### src/rtl/apb_uart_fifo_if.sv
// APB bus bundle between a master and the apb_uart_fifo slave.
interface apb_uart_fifo_if;
    logic        PSEL;
    logic        PENABLE;
    logic        PWRITE;
    logic [4:0]  PADDR;
    logic [31:0] PWDATA;
    logic [31:0] PRDATA;
    logic        PREADY;
    logic        PSLVERR;

    modport slave  (input PSEL, PENABLE, PWRITE, PADDR, PWDATA, output PRDATA, PREADY, PSLVERR);
    modport master (output PSEL, PENABLE, PWRITE, PADDR, PWDATA, input PRDATA, PREADY, PSLVERR);
endinterface

### src/rtl/apb_uart_fifo.sv
// APB-slave UART with TX/RX FIFOs, programmable divisor, parity and sticky errors.
// Optional feature macro: UART_LOOPBACK_EN (CTRL[4] internal loopback).
module apb_uart_fifo #(
    parameter int          DATA_BITS  = 8,
    parameter int          FIFO_DEPTH = 8,
    parameter logic [15:0] DIV_RESET  = 16'd433
) (
    input  logic           PCLK,
    input  logic           PRESETn,
    apb_uart_fifo_if.slave apb,
    input  logic           uart_rx,
    output logic           uart_tx,
    output logic           irq
);
    localparam int            AW       = (FIFO_DEPTH > 1) ? $clog2(FIFO_DEPTH) : 1;
    localparam int            CW       = AW + 1;
    localparam logic [CW-1:0] FULL_CNT = CW'(FIFO_DEPTH);
    localparam logic [2:0]    LAST_BIT = 3'(DATA_BITS - 1);

    typedef enum logic [2:0] {S_IDLE, S_START, S_DATA, S_PARITY, S_STOP} state_e;

    function automatic logic par_bit(input logic [DATA_BITS-1:0] d, input logic odd);
        return odd ? ~(^d) : (^d);
    endfunction

    logic                 access_s, wr_s, rd_s, addr_bad_s;
    logic [2:0]           reg_s, clr_s;
    logic                 tx_push_s, tx_pop_s, rx_pop_s, rx_wr_s;
    logic                 tx_full_s, tx_empty_s, rx_full_s, rx_empty_s, tx_busy_s;
    logic [DATA_BITS-1:0] tx_mem_q [FIFO_DEPTH];
    logic [DATA_BITS-1:0] rx_mem_q [FIFO_DEPTH];
    logic [AW-1:0]        tx_wp_q, tx_rp_q, rx_wp_q, rx_rp_q;
    logic [CW-1:0]        tx_cnt_q, rx_cnt_q;
    logic [3:0]           ctrl_q;
    logic [15:0]          div_q, div_eff_s, rx_half_s;
    logic [2:0]           irq_en_q;
    logic                 perr_q, ferr_q, ovr_q, irq_q;
    logic                 lb_rd_s, rx_src_s;
    logic [31:0]          rdata_s;
    logic                 unused_s;

    state_e               tx_state_q;
    logic [15:0]          tx_tmr_q, tx_div_q;
    logic [DATA_BITS-1:0] tx_shift_q;
    logic [2:0]           tx_bit_q;
    logic                 tx_pon_q, tx_pbit_q, tx_line_q;

    state_e               rx_state_q;
    logic [15:0]          rx_tmr_q, rx_div_q;
    logic [DATA_BITS-1:0] rx_shift_q, rx_char_q;
    logic [2:0]           rx_bit_q;
    logic                 rx_pon_q, rx_podd_q, rx_pbit_q;
    logic                 rx_s1_q, rx_s2_q, rx_prev_q, rx_push_q, rx_perr_q, rx_ferr_q;

    assign unused_s   = ^{apb.PWDATA[31:16], apb.PADDR[1:0]};
    assign access_s   = apb.PSEL & apb.PENABLE;
    assign wr_s       = access_s & apb.PWRITE;
    assign rd_s       = access_s & ~apb.PWRITE;
    assign addr_bad_s = apb.PADDR > 5'h10;
    assign reg_s      = apb.PADDR[4:2];

    assign tx_full_s  = tx_cnt_q == FULL_CNT;
    assign tx_empty_s = tx_cnt_q == CW'(0);
    assign rx_full_s  = rx_cnt_q == FULL_CNT;
    assign rx_empty_s = rx_cnt_q == CW'(0);
    assign tx_busy_s  = tx_state_q != S_IDLE;

    assign tx_push_s = wr_s & ~addr_bad_s & (reg_s == 3'd0) & ~tx_full_s;
    assign rx_pop_s  = rd_s & ~addr_bad_s & (reg_s == 3'd0) & ~rx_empty_s;
    assign rx_wr_s   = rx_push_q & ~rx_full_s;
    assign clr_s     = (wr_s & ~addr_bad_s & (reg_s == 3'd1)) ? apb.PWDATA[7:5] : 3'b000;
    // A new frame may start from IDLE or straight out of the last STOP cycle.
    assign tx_pop_s  = ctrl_q[0] & ~tx_empty_s &
                       ((tx_state_q == S_IDLE) | ((tx_state_q == S_STOP) & (tx_tmr_q == 16'd0)));

    assign div_eff_s = (div_q < 16'd3) ? 16'd3 : div_q;
    assign rx_half_s = (div_eff_s - 16'd1) >> 1;

    assign apb.PREADY  = 1'b1;
    assign apb.PSLVERR = access_s & (addr_bad_s | (wr_s & (reg_s == 3'd0) & tx_full_s));
    assign apb.PRDATA  = rdata_s;
    assign irq         = irq_q;

`ifdef UART_LOOPBACK_EN
    logic lb_q;

    // Loopback enable bit (CTRL[4]).
    always_ff @(posedge PCLK or negedge PRESETn) begin
        if (!PRESETn) begin
            lb_q <= 1'b0;
        end else if (wr_s && !addr_bad_s && reg_s == 3'd2) begin
            lb_q <= apb.PWDATA[4];
        end else begin
            lb_q <= lb_q;
        end
    end

    assign lb_rd_s  = lb_q;
    assign rx_src_s = lb_q ? tx_line_q : uart_rx;
    assign uart_tx  = lb_q ? 1'b1 : tx_line_q;
`else
    assign lb_rd_s  = 1'b0;
    assign rx_src_s = uart_rx;
    assign uart_tx  = tx_line_q;
`endif

    // Read mux: only drives data during a read access phase.
    always_comb begin
        rdata_s = 32'd0;
        if (rd_s && !addr_bad_s) begin
            case (reg_s)
                3'd0: begin
                    if (!rx_empty_s) rdata_s[DATA_BITS-1:0] = rx_mem_q[rx_rp_q];
                    else             rdata_s = 32'd0;
                end
                3'd1:    rdata_s = {24'd0, ovr_q, ferr_q, perr_q, tx_busy_s,
                                    rx_empty_s, rx_full_s, tx_empty_s, tx_full_s};
                3'd2:    rdata_s = {27'd0, lb_rd_s, ctrl_q};
                3'd3:    rdata_s = {16'd0, div_q};
                3'd4:    rdata_s = {29'd0, irq_en_q};
                default: rdata_s = 32'd0;
            endcase
        end else begin
            rdata_s = 32'd0;
        end
    end

    // Control registers, sticky error flags (set wins over clear) and irq.
    always_ff @(posedge PCLK or negedge PRESETn) begin
        if (!PRESETn) begin
            ctrl_q   <= 4'h3;
            div_q    <= DIV_RESET;
            irq_en_q <= 3'd0;
            perr_q   <= 1'b0;
            ferr_q   <= 1'b0;
            ovr_q    <= 1'b0;
            irq_q    <= 1'b0;
        end else begin
            if (wr_s && !addr_bad_s) begin
                case (reg_s)
                    3'd2:    ctrl_q   <= apb.PWDATA[3:0];
                    3'd3:    div_q    <= apb.PWDATA[15:0];
                    3'd4:    irq_en_q <= apb.PWDATA[2:0];
                    default: ctrl_q   <= ctrl_q;
                endcase
            end
            perr_q <= (perr_q & ~clr_s[0]) | rx_perr_q;
            ferr_q <= (ferr_q & ~clr_s[1]) | rx_ferr_q;
            ovr_q  <= (ovr_q  & ~clr_s[2]) | (rx_push_q & rx_full_s);
            irq_q  <= |(irq_en_q & {perr_q | ferr_q | ovr_q, ~rx_empty_s, tx_empty_s});
        end
    end

    // FIFO storage (no reset needed; validity is tracked by the counts).
    always_ff @(posedge PCLK) begin
        if (tx_push_s) tx_mem_q[tx_wp_q] <= apb.PWDATA[DATA_BITS-1:0];
        if (rx_wr_s)   rx_mem_q[rx_wp_q] <= rx_char_q;
    end

    // FIFO pointers and occupancy counts.
    always_ff @(posedge PCLK or negedge PRESETn) begin
        if (!PRESETn) begin
            tx_wp_q <= '0; tx_rp_q <= '0; tx_cnt_q <= '0;
            rx_wp_q <= '0; rx_rp_q <= '0; rx_cnt_q <= '0;
        end else begin
            if (tx_push_s) tx_wp_q <= tx_wp_q + AW'(1);
            if (tx_pop_s)  tx_rp_q <= tx_rp_q + AW'(1);
            if (rx_wr_s)   rx_wp_q <= rx_wp_q + AW'(1);
            if (rx_pop_s)  rx_rp_q <= rx_rp_q + AW'(1);
            case ({tx_push_s, tx_pop_s})
                2'b10:   tx_cnt_q <= tx_cnt_q + CW'(1);
                2'b01:   tx_cnt_q <= tx_cnt_q - CW'(1);
                default: tx_cnt_q <= tx_cnt_q;
            endcase
            case ({rx_wr_s, rx_pop_s})
                2'b10:   rx_cnt_q <= rx_cnt_q + CW'(1);
                2'b01:   rx_cnt_q <= rx_cnt_q - CW'(1);
                default: rx_cnt_q <= rx_cnt_q;
            endcase
        end
    end

    // TX FSM; divisor and parity mode are captured when a frame starts.
    always_ff @(posedge PCLK or negedge PRESETn) begin
        if (!PRESETn) begin
            tx_state_q <= S_IDLE;
            tx_tmr_q   <= 16'd0;
            tx_div_q   <= 16'd0;
            tx_shift_q <= '0;
            tx_bit_q   <= 3'd0;
            tx_pon_q   <= 1'b0;
            tx_pbit_q  <= 1'b0;
            tx_line_q  <= 1'b1;
        end else if (tx_pop_s) begin
            tx_state_q <= S_START;
            tx_tmr_q   <= div_eff_s;
            tx_div_q   <= div_eff_s;
            tx_shift_q <= tx_mem_q[tx_rp_q];
            tx_pon_q   <= ^ctrl_q[3:2];
            tx_pbit_q  <= par_bit(tx_mem_q[tx_rp_q], ctrl_q[3:2] == 2'b01);
            tx_line_q  <= 1'b0;
        end else if (tx_state_q == S_IDLE) begin
            tx_line_q <= 1'b1;
        end else if (tx_tmr_q != 16'd0) begin
            tx_tmr_q <= tx_tmr_q - 16'd1;
        end else begin
            tx_tmr_q <= tx_div_q;
            case (tx_state_q)
                S_START: begin
                    tx_state_q <= S_DATA;
                    tx_bit_q   <= 3'd0;
                    tx_line_q  <= tx_shift_q[0];
                end
                S_DATA: begin
                    if (tx_bit_q == LAST_BIT) begin
                        tx_state_q <= tx_pon_q ? S_PARITY : S_STOP;
                        tx_line_q  <= tx_pon_q ? tx_pbit_q : 1'b1;
                    end else begin
                        tx_bit_q   <= tx_bit_q + 3'd1;
                        tx_shift_q <= tx_shift_q >> 1;
                        tx_line_q  <= tx_shift_q[1];
                    end
                end
                S_PARITY: begin
                    tx_state_q <= S_STOP;
                    tx_line_q  <= 1'b1;
                end
                default: begin
                    tx_state_q <= S_IDLE;
                    tx_line_q  <= 1'b1;
                end
            endcase
        end
    end

    // Two-flop synchronizer plus previous value for falling-edge detection.
    always_ff @(posedge PCLK or negedge PRESETn) begin
        if (!PRESETn) begin
            rx_s1_q   <= 1'b1;
            rx_s2_q   <= 1'b1;
            rx_prev_q <= 1'b1;
        end else begin
            rx_s1_q   <= rx_src_s;
            rx_s2_q   <= rx_s1_q;
            rx_prev_q <= rx_s2_q;
        end
    end

    // RX FSM; completion results are registered so they land one edge after the stop sample.
    always_ff @(posedge PCLK or negedge PRESETn) begin
        if (!PRESETn) begin
            rx_state_q <= S_IDLE;
            rx_tmr_q   <= 16'd0;
            rx_div_q   <= 16'd0;
            rx_shift_q <= '0;
            rx_char_q  <= '0;
            rx_bit_q   <= 3'd0;
            rx_pon_q   <= 1'b0;
            rx_podd_q  <= 1'b0;
            rx_pbit_q  <= 1'b0;
            rx_push_q  <= 1'b0;
            rx_perr_q  <= 1'b0;
            rx_ferr_q  <= 1'b0;
        end else begin
            rx_push_q <= 1'b0;
            rx_perr_q <= 1'b0;
            rx_ferr_q <= 1'b0;
            if (!ctrl_q[1]) begin
                rx_state_q <= S_IDLE;
            end else if (rx_state_q == S_IDLE) begin
                if (rx_prev_q && !rx_s2_q) begin
                    rx_state_q <= S_START;
                    rx_tmr_q   <= rx_half_s;
                    rx_div_q   <= div_eff_s;
                    rx_pon_q   <= ^ctrl_q[3:2];
                    rx_podd_q  <= ctrl_q[3:2] == 2'b01;
                end
            end else if (rx_tmr_q != 16'd0) begin
                rx_tmr_q <= rx_tmr_q - 16'd1;
            end else begin
                rx_tmr_q <= rx_div_q;
                case (rx_state_q)
                    S_START: begin
                        rx_state_q <= rx_s2_q ? S_IDLE : S_DATA;
                        rx_bit_q   <= 3'd0;
                    end
                    S_DATA: begin
                        rx_shift_q <= {rx_s2_q, rx_shift_q[DATA_BITS-1:1]};
                        rx_bit_q   <= rx_bit_q + 3'd1;
                        if (rx_bit_q == LAST_BIT) rx_state_q <= rx_pon_q ? S_PARITY : S_STOP;
                    end
                    S_PARITY: begin
                        rx_pbit_q  <= rx_s2_q;
                        rx_state_q <= S_STOP;
                    end
                    default: begin
                        rx_state_q <= S_IDLE;
                        if (!rx_s2_q) begin
                            rx_ferr_q <= 1'b1;
                        end else begin
                            rx_push_q <= 1'b1;
                            rx_char_q <= rx_shift_q;
                            rx_perr_q <= rx_pon_q & (rx_pbit_q != par_bit(rx_shift_q, rx_podd_q));
                        end
                    end
                endcase
            end
        end
    end
endmodule
### src/flat_wrapper.sv
// flat-port wrapper written by rule: the top's interface ports become plain ports
module apb_uart_fifo_flat 
#(
    parameter int          DATA_BITS  = 8,
    parameter int          FIFO_DEPTH = 8,
    parameter logic [15:0] DIV_RESET  = 16'd433
)
  (PCLK, PRESETn, uart_rx, uart_tx, irq, apb_PSEL, apb_PENABLE, apb_PWRITE, apb_PADDR, apb_PWDATA, apb_PRDATA, apb_PREADY, apb_PSLVERR);
  apb_uart_fifo_if apb_i ();
  input  logic PCLK;
  input  logic PRESETn;
  input  logic uart_rx;
  output logic uart_tx;
  output logic irq;
  input wire logic [$bits(apb_i.PSEL)-1:0] apb_PSEL;
  input wire logic [$bits(apb_i.PENABLE)-1:0] apb_PENABLE;
  input wire logic [$bits(apb_i.PWRITE)-1:0] apb_PWRITE;
  input wire logic [$bits(apb_i.PADDR)-1:0] apb_PADDR;
  input wire logic [$bits(apb_i.PWDATA)-1:0] apb_PWDATA;
  output wire logic [$bits(apb_i.PRDATA)-1:0] apb_PRDATA;
  output wire logic [$bits(apb_i.PREADY)-1:0] apb_PREADY;
  output wire logic [$bits(apb_i.PSLVERR)-1:0] apb_PSLVERR;
  assign apb_i.PSEL = apb_PSEL;
  assign apb_i.PENABLE = apb_PENABLE;
  assign apb_i.PWRITE = apb_PWRITE;
  assign apb_i.PADDR = apb_PADDR;
  assign apb_i.PWDATA = apb_PWDATA;
  assign apb_PRDATA = apb_i.PRDATA;
  assign apb_PREADY = apb_i.PREADY;
  assign apb_PSLVERR = apb_i.PSLVERR;
  apb_uart_fifo #(.DATA_BITS(DATA_BITS), .FIFO_DEPTH(FIFO_DEPTH), .DIV_RESET(DIV_RESET)) u_core (.PCLK(PCLK), .PRESETn(PRESETn), .apb(apb_i), .uart_rx(uart_rx), .uart_tx(uart_tx), .irq(irq));
endmodule
### config.mk
export PLATFORM = sky130hd
export DESIGN_NAME = apb_uart_fifo_flat
export DESIGN_NICKNAME = d
export VERILOG_FILES = /design/src/rtl/apb_uart_fifo_if.sv /design/src/rtl/apb_uart_fifo.sv /design/src/flat_wrapper.sv
export SDC_FILE = /design/constraint.sdc
export NUM_CORES = 1
export LEC_CHECK = 0
export BUFFER_PORTS_ARGS = -buffer_cell sky130_fd_sc_hd__buf_2
export CAP_MARGIN = 20
export CORE_MARGIN = 3
export CORE_UTILIZATION = 28
export DETAILED_ROUTE_END_ITERATION = 10
export GPL_TIMING_DRIVEN = 0
export SLEW_MARGIN = 10
export SYNTH_ARGS = -nofsm -noshare
export SYNTH_HDL_FRONTEND = slang
export SYNTH_SLANG_ARGS = --single-unit
### constraint.sdc
create_clock -name PCLK -period 5.55 [get_ports PCLK]
set_input_delay 0.2775 -clock PCLK [delete_from_list [all_inputs] [get_ports PCLK]]
set_output_delay 0.2775 -clock PCLK [all_outputs]
set_load 0.02 [all_outputs]
==> impl_results.md <==
* Cell variety after synth at just under 80
* GP Congestion at ~0.84
* Worst Max-Slew Pin Slew at between 0.9 and 1 ns
* Global-route usage over all layers at 13.1%
* Worst vdd ir at around 0.00023 V
* RSZ-0062 raised after global routing: no
* Syn Inst Count at between 1000 and 1500
* Vias per cell at approximately 5
* Max incr delay on CP at 0.64 ns
* Die width at between 200 and 250 um
* Clk buf depth at 3
* Total power at 7.16 mW
* Ys async rst share at a little under three fifths
* CP Data Required Time at approximately 5.9 ns
* Non-filler cells, final at 1888
* CP Class: flip-flop to flip-flop
* # H-tree levels at 2
* Overflow after GRT at 0
* Hold Path Class: input port to flip-flop
* DRT Wirelength at 33200 um
* Status: finished clean
* Pwr per Cell Area at 447 nW/um2
* CTS buffer count at 34
* Fin crit period at roughly 3.8 ns
* Via Count at 9393
* Setup Skew at 0.0156 ns
* CP Launch Type: flip-flop
* Register area share after synthesis at 57.5%
* Worst skew pair latency at between 0.5 and 0.6 ns
* CP arrival at approximately 4.2 ns
* Switching pwr at 2.31 mW
* Layout cells sized above 1 at a little under a fifth
* Int Pwr at slightly below 5 mW
* Maximum clock frequency at about 0.26 GHz
* Synth warn at 0
* Max-cap violations at 0
* Cell leakage power at approximately 6.3 nW
* Final net count at 1311
* Final Hold Viols at 0
* Post-route ant nets at 0
* Flops & latches, synth at 287
* Cell breakdown of the critical path: nor4_1 > nand4_1 > a21o_1 > inv_2 > clkbuf_1 > ha_1 > ha_1 > a21o_1 > a21oi_1 > xnor2_1 > nor2_1 > xor2_1
* CP Max Fanout at 10
* # port buffers at 45
* Initial antenna violation count at 1
* 1st-pass router iterations at 5
* Post-DP HPWL at about 23000 um
* Seq pwr share at between 40% and 50%
* Postcts setup bufs at 0
* Post-synth EDFFs at 128
* Row count at 80
* Final period util at between 60% and 70%
* Slew margin rel. at 33.2%
* CP Capture Type: flip-flop
* CTS root buffer: clkbuf_16
* Iter 0 DRT Violations at 746
* Clock slew seen by the registers of the worst setup and hold paths at ~0.06 ns
* DRC Markers at 0
* TritonCTS clock tree: built
* Post-CTS sizing at 0
* Die ar. at just over 50000 um2
* Die Y at 227 um
* CORE AREA at ~48000 um2
* Post-Syn Area at between 10000 and 15000 um2
* Clock network power share at about 32%
* Largest net degree at the start of global routing at a little over 90
* Final Slew Violations at 0
* First-pass GRT wire length at 53300 um
* Vias in the first global route at between 9000 and 10000
* Diode count at 0
* Syn_area_per_cell at ~12 um2
* Logic pwr share at about 28%
* Final setup fails at 0
* Clk sinks at approximately 290
* Worst hold slack at ~0.014 ns
* Main synth FF type: dfrtp_1
* Layout overhead on the synthesized area at 17.4%
* Placed Cells at 1818
* Final TNS setup at 0 ns
* IO Count at between 70 and 80
* Drt wl/cell at roughly 18 um
* Starting Density at around 28%
* Sw Ratio at 32.3%
* Slowest cell on crit path: nor4_1
-- metrics by stage --
step / instance area (um2) / utilization [%] / setup WS (ns)
2_1_floorplan: 13700 / - / 2.52
3_3_place_gp: 14700 / 30.6 / 1.61
5_1_grt: 16000 / 33.4 / 1.37
4_1_cts: 16000 / 33.4 / 1.74
3_5_place_dp: 14800 / 30.8 / 1.76
6_report: 16000 / 33.4 / 1.71
-- worst paths after layout --
check	from	endpoint	slack (ns)	depth (start not counted)
max in group asynchronous	PRESETn	u_core.div_q[8]	4.34	3
min in group asynchronous	PRESETn	u_core.rx_char_q[2]	0.32	2
hold reg to reg	u_core.rx_s1_q	u_core.rx_s2_q	0.37	0
hold / removal	apb_PWDATA[10]	u_core.div_q[10]	0.01	2
setup reg to reg	u_core.tx_tmr_q[2]	u_core.tx_cnt_q[3]	1.71	12
setup / recovery	u_core.tx_tmr_q[2]	u_core.tx_cnt_q[3]	1.71	12
-- cell usage after synthesis (6+ instances only) --
master    instances  area (um2)
o22ai_1           8        50.1
clkbuf_1         38         143
a31oi_1          11        68.8
a21oi_1          18        90.1
nor2_1           84         315
nand3_1          21         105
o21ai_1           7        35.0
nand2_1         179         672
buf_2             9        45.0
nand4_1          10        62.6
xor2_1           18         158
or3_1             8        50.1
nor4_1           12        75.1
inv_1            17        63.8
o31ai_1           6        45.0
ha_1             19         238
mux4_2           32         721
edfxtp_1        128        3840
o211ai_1          9        67.6
and2_1           10        62.6
mux2i_1          29         290
nand2b_1         14        87.6
a21o_1            8        60.1
xnor2_1          36         315
buf_4            19         143
dfstp_2          11         289
a211oi_1          7        52.6
dfrtp_1         148        3700
nor3_1           30         150
o21ai_0          54         270
mux2_2           52         586
-- kinds of logic after synthesis --
kind of cell / share of synthesized area, %
AOI/OAI and AO/OA: 8.06
xor gates and xnor gates: 3.63
adders and majority gates: 2.04
buffers and inverters: 3.34
DFF: 57.5
muxes: 11.7
other: 0.0551
and+or+nand+nor: 13.7
-- layout make-up --
type | instances | area [um2]
Multi-Input combinational cell | 776 | 5420
Buffer | 74 | 384
Tap cell | 615 | 769
Sequential cell | 287 | 7840
Inverter | 19 | 71.3
Clock inverter | 16 | 184
Clock buffer | 46 | 990
Timing Repair Buffer | 55 | 350
Fill cell | 4746 | 31900
-- layout by cell type (no fill, tap or decap), drive strengths merged, types with 14 or more instances in the layout --
cell type	Yosys	routed
inv	18	19
clkbuf	39	85
buf	35	82
nor3	32	32
mux2	52	52
conb	2	17
mux4	32	32
nand2b	14	14
nand2	179	179
ha	19	19
nor4	15	15
edfxtp	128	128
a21oi	19	19
dfrtp	148	148
mux2i	29	29
xor2	18	18
nor2	86	86
nand3	21	21
o21ai	61	61
xnor2	36	36
-- sequential cells by signal (all words and copies together) (netlist names), 4 cells and up --
signal / count
u_core.tx_div_q: 16
u_core.ctrl_q: 4
u_core.div_q: 16
u_core.rx_cnt_q: 4
u_core.tx_mem_q: 64
u_core.rx_div_q: 16
u_core.rx_char_q: 8
u_core.rx_tmr_q: 16
u_core.tx_cnt_q: 4
u_core.rx_mem_q: 64
u_core.tx_tmr_q: 16
u_core.rx_shift_q: 8
u_core.tx_shift_q: 8
-- metal layers --
layer	share of wire (%)	global-route usage [%]
met2	47	21.4
met5	0.039	0
met1	46	18.1
met4	2.3	3.89
met3	4.8	2.03
-- power groups by stage --
stage / logic, mW / registers (mW) / clock network, mW
3_5_place_dp: 1.96 / 2.91 / 0
4_1_cts: 1.98 / 2.87 / 2.37
3_3_place_gp: 1.92 / 2.90 / 0
6_report: 1.97 / 2.87 / 2.32
5_1_grt: 2.20 / 2.92 / 2.45
2_1_floorplan: 1.50 / 2.81 / 0
-- timing repair --
action / in CTS / in global routing
hold buffers: 8 / 0
endpoints found under the setup margin: 0 / 0
endpoints found under the hold margin: 72 / 0
-- critical path, delay by kind of cell, from the launching register on --
family / cells / cell delay (ns)
buffers and inverters: 2 / 0.65
flip-flops: 1 / 0.45
AND/OR/NAND/NOR: 3 / 1.16
XOR/XNOR: 2 / 0.27
AO/OA/AOI/OAI: 3 / 0.65
adder cells (fa/ha/maj): 2 / 0.54
Note: power is estimated with default switching activity, not from simulation.
